<file path="src/rtl/perf_event_monitor.sv">
`default_nettype none
// ============================================================================
// Module      : perf_event_monitor
// Description : Performance-counter bank for the pipelined CPU. One cycle
//               counter plus NUM_EVT event counters, all saturating, armed by
//               start and frozen on CPU halt or on a cycle-count watchdog.
//               A registered read port returns any counter one cycle later.
// Ports       : clk, rst          clock / synchronous active-high reset
//               clear_i           soft clear of counters, flags and FSM
//               start_i           arm counting (IDLE -> RUN)
//               evt_i             event strobes, bit i -> counter i+1
//               hlt_i             CPU halt, freezes counters
//               rd_en_i, rd_sel_i read request / counter select (0 = cycles)
//               rd_data_o, rd_valid_o, rd_err_o  registered read response
//               ovf_o             sticky saturation flags per counter
//               state_o, done_o   FSM state and HALTED/TIMEOUT indication
// Revision    : 1.0 - initial release
// ============================================================================
module perf_event_monitor #(
  parameter int          NUM_EVT    = 6,
  parameter int          CNT_W      = 32,
  parameter int unsigned WDOG_LIMIT = 100000,
  localparam int         SEL_W      = $clog2(NUM_EVT + 1)
) (
  input  logic               clk,
  input  logic               rst,
  input  logic               clear_i,
  input  logic               start_i,
  input  logic [NUM_EVT-1:0] evt_i,
  input  logic               hlt_i,
  input  logic               rd_en_i,
  input  logic [SEL_W-1:0]   rd_sel_i,
  output logic [CNT_W-1:0]   rd_data_o,
  output logic               rd_valid_o,
  output logic               rd_err_o,
  output logic [NUM_EVT:0]   ovf_o,
  output logic [1:0]         state_o,
  output logic               done_o
);

  localparam int NCNT = NUM_EVT + 1;
  // The watchdog compare is done at a width that holds both the counter and
  // the limit, so a limit larger than the counter range can never alias.
  localparam int XW   = (CNT_W > 32) ? CNT_W : 32;

  localparam logic [1:0] S_IDLE    = 2'b00;
  localparam logic [1:0] S_RUN     = 2'b01;
  localparam logic [1:0] S_HALTED  = 2'b10;
  localparam logic [1:0] S_TIMEOUT = 2'b11;

  localparam logic [SEL_W-1:0] MAX_SEL = SEL_W'(NUM_EVT);
  localparam logic [XW-1:0]    WDOG_X  = XW'(WDOG_LIMIT);

  logic [1:0]       state_q, state_d;
  logic [CNT_W-1:0] cnt_q [NCNT];
  logic [CNT_W-1:0] cnt_d [NCNT];
  logic [NUM_EVT:0] ovf_q, ovf_d;
  logic [NUM_EVT:0] cnt_inc;
  logic             wdog_hit;
  logic [CNT_W-1:0] rd_data_q, rd_sel_data;
  logic             rd_valid_q, rd_err_q, rd_err_d;

  // Counter update: bit 0 is the cycle counter, which always counts in RUN.
  always_comb begin
    cnt_inc = {evt_i, 1'b1} & {NCNT{state_q == S_RUN}};
    ovf_d   = ovf_q;
    for (int i = 0; i < NCNT; i++) begin
      cnt_d[i] = cnt_q[i];
      if (cnt_inc[i]) begin
        if (&cnt_q[i]) begin
          ovf_d[i] = 1'b1;
        end else begin
          cnt_d[i] = cnt_q[i] + CNT_W'(1);
        end
      end
    end
  end

  // Watchdog looks at the post-increment (saturated) cycle count.
  assign wdog_hit = (WDOG_LIMIT != 0) && (XW'(cnt_d[0]) == WDOG_X);

  always_comb begin
    state_d = state_q;
    case (state_q)
      S_IDLE: begin
        if (start_i) state_d = S_RUN;
      end
      S_RUN: begin
        if (hlt_i)         state_d = S_HALTED;
        else if (wdog_hit) state_d = S_TIMEOUT;
      end
      default: state_d = state_q;
    endcase
  end

  // Read mux; an out-of-range select matches no counter and yields zero.
  always_comb begin
    rd_err_d    = rd_sel_i > MAX_SEL;
    rd_sel_data = '0;
    for (int i = 0; i < NCNT; i++) begin
      if (rd_sel_i == SEL_W'(i)) rd_sel_data = cnt_q[i];
    end
  end

  always_ff @(posedge clk) begin
    if (rst) begin
      state_q    <= S_IDLE;
      ovf_q      <= '0;
      rd_data_q  <= '0;
      rd_valid_q <= 1'b0;
      rd_err_q   <= 1'b0;
      for (int i = 0; i < NCNT; i++) cnt_q[i] <= '0;
    end else begin
      // The read port samples pre-edge counter values, so a read issued
      // together with clear still returns the pre-clear count.
      rd_valid_q <= rd_en_i;
      rd_err_q   <= rd_en_i & rd_err_d;
      if (rd_en_i)      rd_data_q <= rd_sel_data;
      else if (clear_i) rd_data_q <= '0;

      if (clear_i) begin
        state_q <= S_IDLE;
        ovf_q   <= '0;
        for (int i = 0; i < NCNT; i++) cnt_q[i] <= '0;
      end else begin
        state_q <= state_d;
        ovf_q   <= ovf_d;
        for (int i = 0; i < NCNT; i++) cnt_q[i] <= cnt_d[i];
      end
    end
  end

  assign rd_data_o  = rd_data_q;
  assign rd_valid_o = rd_valid_q;
  assign rd_err_o   = rd_err_q;
  assign ovf_o      = ovf_q;
  assign state_o    = state_q;
  assign done_o     = state_q[1];

endmodule
`default_nettype wire

</file>
<file path="config.mk">
export PLATFORM = sky130hd
export DESIGN_NAME = perf_event_monitor
export DESIGN_NICKNAME = d
export VERILOG_FILES = /design/src/rtl/perf_event_monitor.sv
export SDC_FILE = /design/constraint.sdc
export NUM_CORES = 1
export LEC_CHECK = 0
export CORE_ASPECT_RATIO = 2
export CORE_MARGIN = 2
export CORE_UTILIZATION = 48
export CTS_CLUSTER_DIAMETER = 80
export CTS_CLUSTER_SIZE = 30
export DETAILED_ROUTE_END_ITERATION = 6
export PLACE_DENSITY = 0.74
export SYNTH_ARGS = -nofsm -noshare
export SYNTH_HDL_FRONTEND = slang
export SYNTH_SLANG_ARGS = --single-unit
</file>
<file path="constraint.sdc">
create_clock -name clk -period 4.84 [get_ports clk]
set_input_delay 1.452 -clock clk [delete_from_list [all_inputs] [get_ports clk]]
set_output_delay 1.452 -clock clk [all_outputs]
set_load 0.005 [all_outputs]
</file>
==> summary.md <==
* post-layout net count: 1744
* Worst Setup End Kind: flip-flop
* DIE HEIGHT: 259 µm
* share of flip-flops with an asynchronous set or reset after synthesis: 0%
* highest routed layer: met4
* number of cells after detailed placement: 2134
* full die area: 34000 µm²
* critical setup path kind: flip-flop to flip-flop
* beginning of the worst register-to-register path: cnt_q[0][13]
* post-route design area: 17000 µm²
* maximum net fanout on the critical path: 11
* multiplexer area fraction after synthesis: 3.49%
* pwr/cell area: 267 nW/µm²
* setup repair after global routing missed its margin: no
* final hold violation count: 0
* number of placement rows: 93
* final max-slew violation count: 0
* adder and majority gate portion of the synthesized area: 0.562%
* Met2 Wirelength: 23800 µm
* total power of the final layout: 4.54 mW
* Max H-tree Level: 1
* number of standard cells in the final layout excluding fillers: 2155
* total half-perimeter wirelength after legalization and detailed placement: 34300 µm
* cell type with the highest aggregate area in the netlist: sky130_fd_sc_hd__edfxtp_1
* Psw: 1.24 mW
* post-CTS sizing: 0
* maximum single-stage delay on the critical path: 0.66 ns
* vias post-DR: 13000
* mean area per synthesized cell: 9.26 µm²
* first-pass GRT wire length: 72100 µm
* total wire length after detailed routing: 46100 µm
* overall overflow remaining after global route: 0
* count of max-cap constraint violations: 0
* part of the total power dissipated in sequential elements: 60.6%
* Post-DP Area: 16600 µm²
* first-pass iteration count of the detailed router: 5
* clock transition at the registers of the reported paths: 0.12 ns
* initial antenna violation count: 0
* pin count of the biggest net entering global routing: 185
* Leakage: 5.51 nW
* setup-violating endpoint count in the final report: 0
* simple-gate share of the synthesized area: 24.9%
* proportion of netlist area held by the largest area contributor: 37.0%
* DRC errors left: 0
* Seq cells post-synth: 267
* vias per inst: 6.03
* sequential share of the synthesized area: 46.7%
* Initial Utilization: 48.5%
* Layout Skew: 0.0284 ns
* overall die width: 131 µm
* # port buffers: 58
* Worst Min Path Start: rd_data_o[23]
* starting DRC count in detailed routing: 1130
* minimum setup slack in the final design: 1.37 ns
* Ports: 59
* global placer's final weighted congestion: 0.962
* clock root cell: sky130_fd_sc_hd__clkbuf_16
* Post-CTS Hold Buffers: 0
* slack of the worst reg-to-reg path: 1.37 ns
* post-route core utilization: 53.0%
* cell type of the slowest stage on the worst timing path: sky130_fd_sc_hd__nor3_2
* Worst Reg2Reg Path Length in Cells: 7
* worst-case headroom to the max-slew limit: 29.6%
* Post-Route Setup TNS: 0 ns
* number of flops mapped to enable cells by yosys: 192
* cell count after synthesis: 1682
* Netlist Area Pre-Place: 15600 µm²
* clock net sink count: 267
* number of antenna diodes: 0
* max frequency: 0.288 GHz
* maximum clock path buffer count: 3
* post-route antenna net violation count: 0
* met1 routed wirelength after detailed routing: 16000 µm
* Worst R2R End: state_o[1]
* overall global routing resource usage: 26.9%
* type of element launching the critical path: flip-flop
* min-delay worst type: flip-flop to flip-flop
* layout cells sized above 1: 5.38%
* Final Hold Slack: 0.456 ns
* result of the run: finished, final reports clean
* WL met3: 1940 µm
* top cells by area in the synthesized netlist: sky130_fd_sc_hd__edfxtp_1 37%, sky130_fd_sc_hd__dfxtp_1 9.6%, sky130_fd_sc_hd__nor2_1 6.9%, sky130_fd_sc_hd__xor2_1 5.6%, sky130_fd_sc_hd__xnor2_1 4.8%
* mean routed wirelength per cell: 21.4 µm
* worst path arrival time: 3.91 ns
* most frequently used flop master after synthesis: sky130_fd_sc_hd__edfxtp_1
* Crit path required time: 5.28 ns
* Clk Latency, worst-skew pair: 0.51 ns
* peak supply drop: 0.193 mV
* number of buffers inserted during clock tree synthesis: 13
* worst hold stages: 2
* Slew @ Worst Pin: 1.06 ns
* Placement Setup Slack: 1.10 ns
* final critical delay including setup and external delays: 3.47 ns
* dominant combinational cell family by area after synthesis: simple AND/OR/NAND/NOR gates
* ratio of final minimum period to clock period: 71.7%
* hold-critical path endpoint: rd_data_o[23]
* critical path, cell by cell: nand3_1 -> or4_4 -> nor3_2 -> o21ai_0 -> a2111oi_2 -> nand4_1 -> o31ai_2
* switching portion of total power: 27.4%
* internal power: 3.29 mW
* combinational cell fraction of total power: 10.6%
* total number of yosys warnings: 0
* Post-Synth XOR/XNOR Area: 10.4%
* area of the core region: 32100 µm²
* number of distinct library cell variants in the gate-level netlist after synthesis: 74
* vias in the first global route: 13000
* synth-to-layout area growth: 9.32%
* TritonCTS clock tree: yes
* Post-CTS Setup Bufs: 0
* power share of the clock group: 28.8%
* area fraction in compound gates after synthesis: 10.4%
[layout by cell type (no fill, tap or decap), drive strengths merged, types with 10 or more instances in the layout]
cell type      Yosys  routed
dfxtp             75      75
and2              17      17
o221ai            24      24
buf               20      36
xnor2             86      86
nor2b             34      34
nor3b             10      10
nor2             285     285
nor4              22      22
clkbuf            76      18
o21ai             48      48
nand4             64      64
or3               25      25
a211oi            19      19
nand3             87      87
conb               1      32
a21oi            107     107
mux2i             43      43
nand2            141     141
edfxtp           192     192
clkdlybuf4s50      1      55
and4              20      20
nor3              30      30
xor2              99      99
inv               29      30
a22oi             15      15
and3              25      25
[critical path: cells and delay by family (launching register included)]
family	cells	cell delay, ns
AOI/OAI and AO/OA	3	1.10
DFF	1	0.61
and+or+nand+nor	4	1.68
[Yosys cell counts (all sizes together), types with 9 or more instances]
master	number
a22oi	15
o21ai	48
buf	20
clkbuf	76
inv	29
and2	17
and4	20
xnor2	86
a21oi	107
nor3	30
o221ai	24
nand3	87
nor3b	10
and3	25
a22o	9
nor4	22
nor2	285
dfxtp	75
mux2i	43
edfxtp	192
xor2	99
nand4	64
or3	25
a211oi	19
nand2	141
nor2b	34
[metal layers]
metal | global-route usage, % | vias to the layer above
met5 | 0 | -
met4 | 21.9 | 0
met3 | 2.48 | 168
met2 | 49.0 | 446
met1 | 28.1 | 6284
li1 | - | 6086
[worst max path at each step]
stage                       startpoint       endpoint  slack [ns]  depth (start not counted)
final                     cnt_q[0][13]     state_o[1]        1.37                          7
after global routing      cnt_q[0][13]     state_o[1]        1.20                          7
after CTS                 cnt_q[0][13]     state_o[1]        1.40                          7
after detailed placement           rst   cnt_q[3][22]        1.10                          5
after global placement     rd_sel_i[0]  rd_data_o[17]        1.10                          7
after floorplan               evt_i[4]    cnt_q[5][0]        0.57                          2
[sequential cells by signal, indices dropped and copies added, names as in the netlist]
name	count
rd_err_o	1
state_o	2
rd_valid_o	1
ovf_o	7
cnt_q	224
rd_data_o	32
[power groups by stage]
stage	clock [mW]	sequential, mW	combinational [mW]
finish	1.31	2.75	0.479
global placement	0	2.79	0.462
floorplan	0	2.73	0.322
detailed placement	0	2.80	0.470
global route	1.40	2.77	0.519
CTS	1.33	2.74	0.473
[cell families (layout without fill, tap and decap cells)]
kind of cell	after synthesis	count (layout)
fa+ha+maj	7	7
flops	267	267
buf+inv	126	141
xor+xnor	185	185
mux	49	49
compound gates	258	258
other cells	1	32
simple gates	789	789
[cell type report]
cell class,instances,area [µm²]
Tap cell,427,534
Clock inverter,3,40.0
Fill cell,2972,15100
Multi-Input combinational cell,1320,7890
Clock buffer,18,344
Inverter,29,109
Timing Repair Buffer,91,841
Sequential cell,267,7270
(Power assumes the default switching activity.)
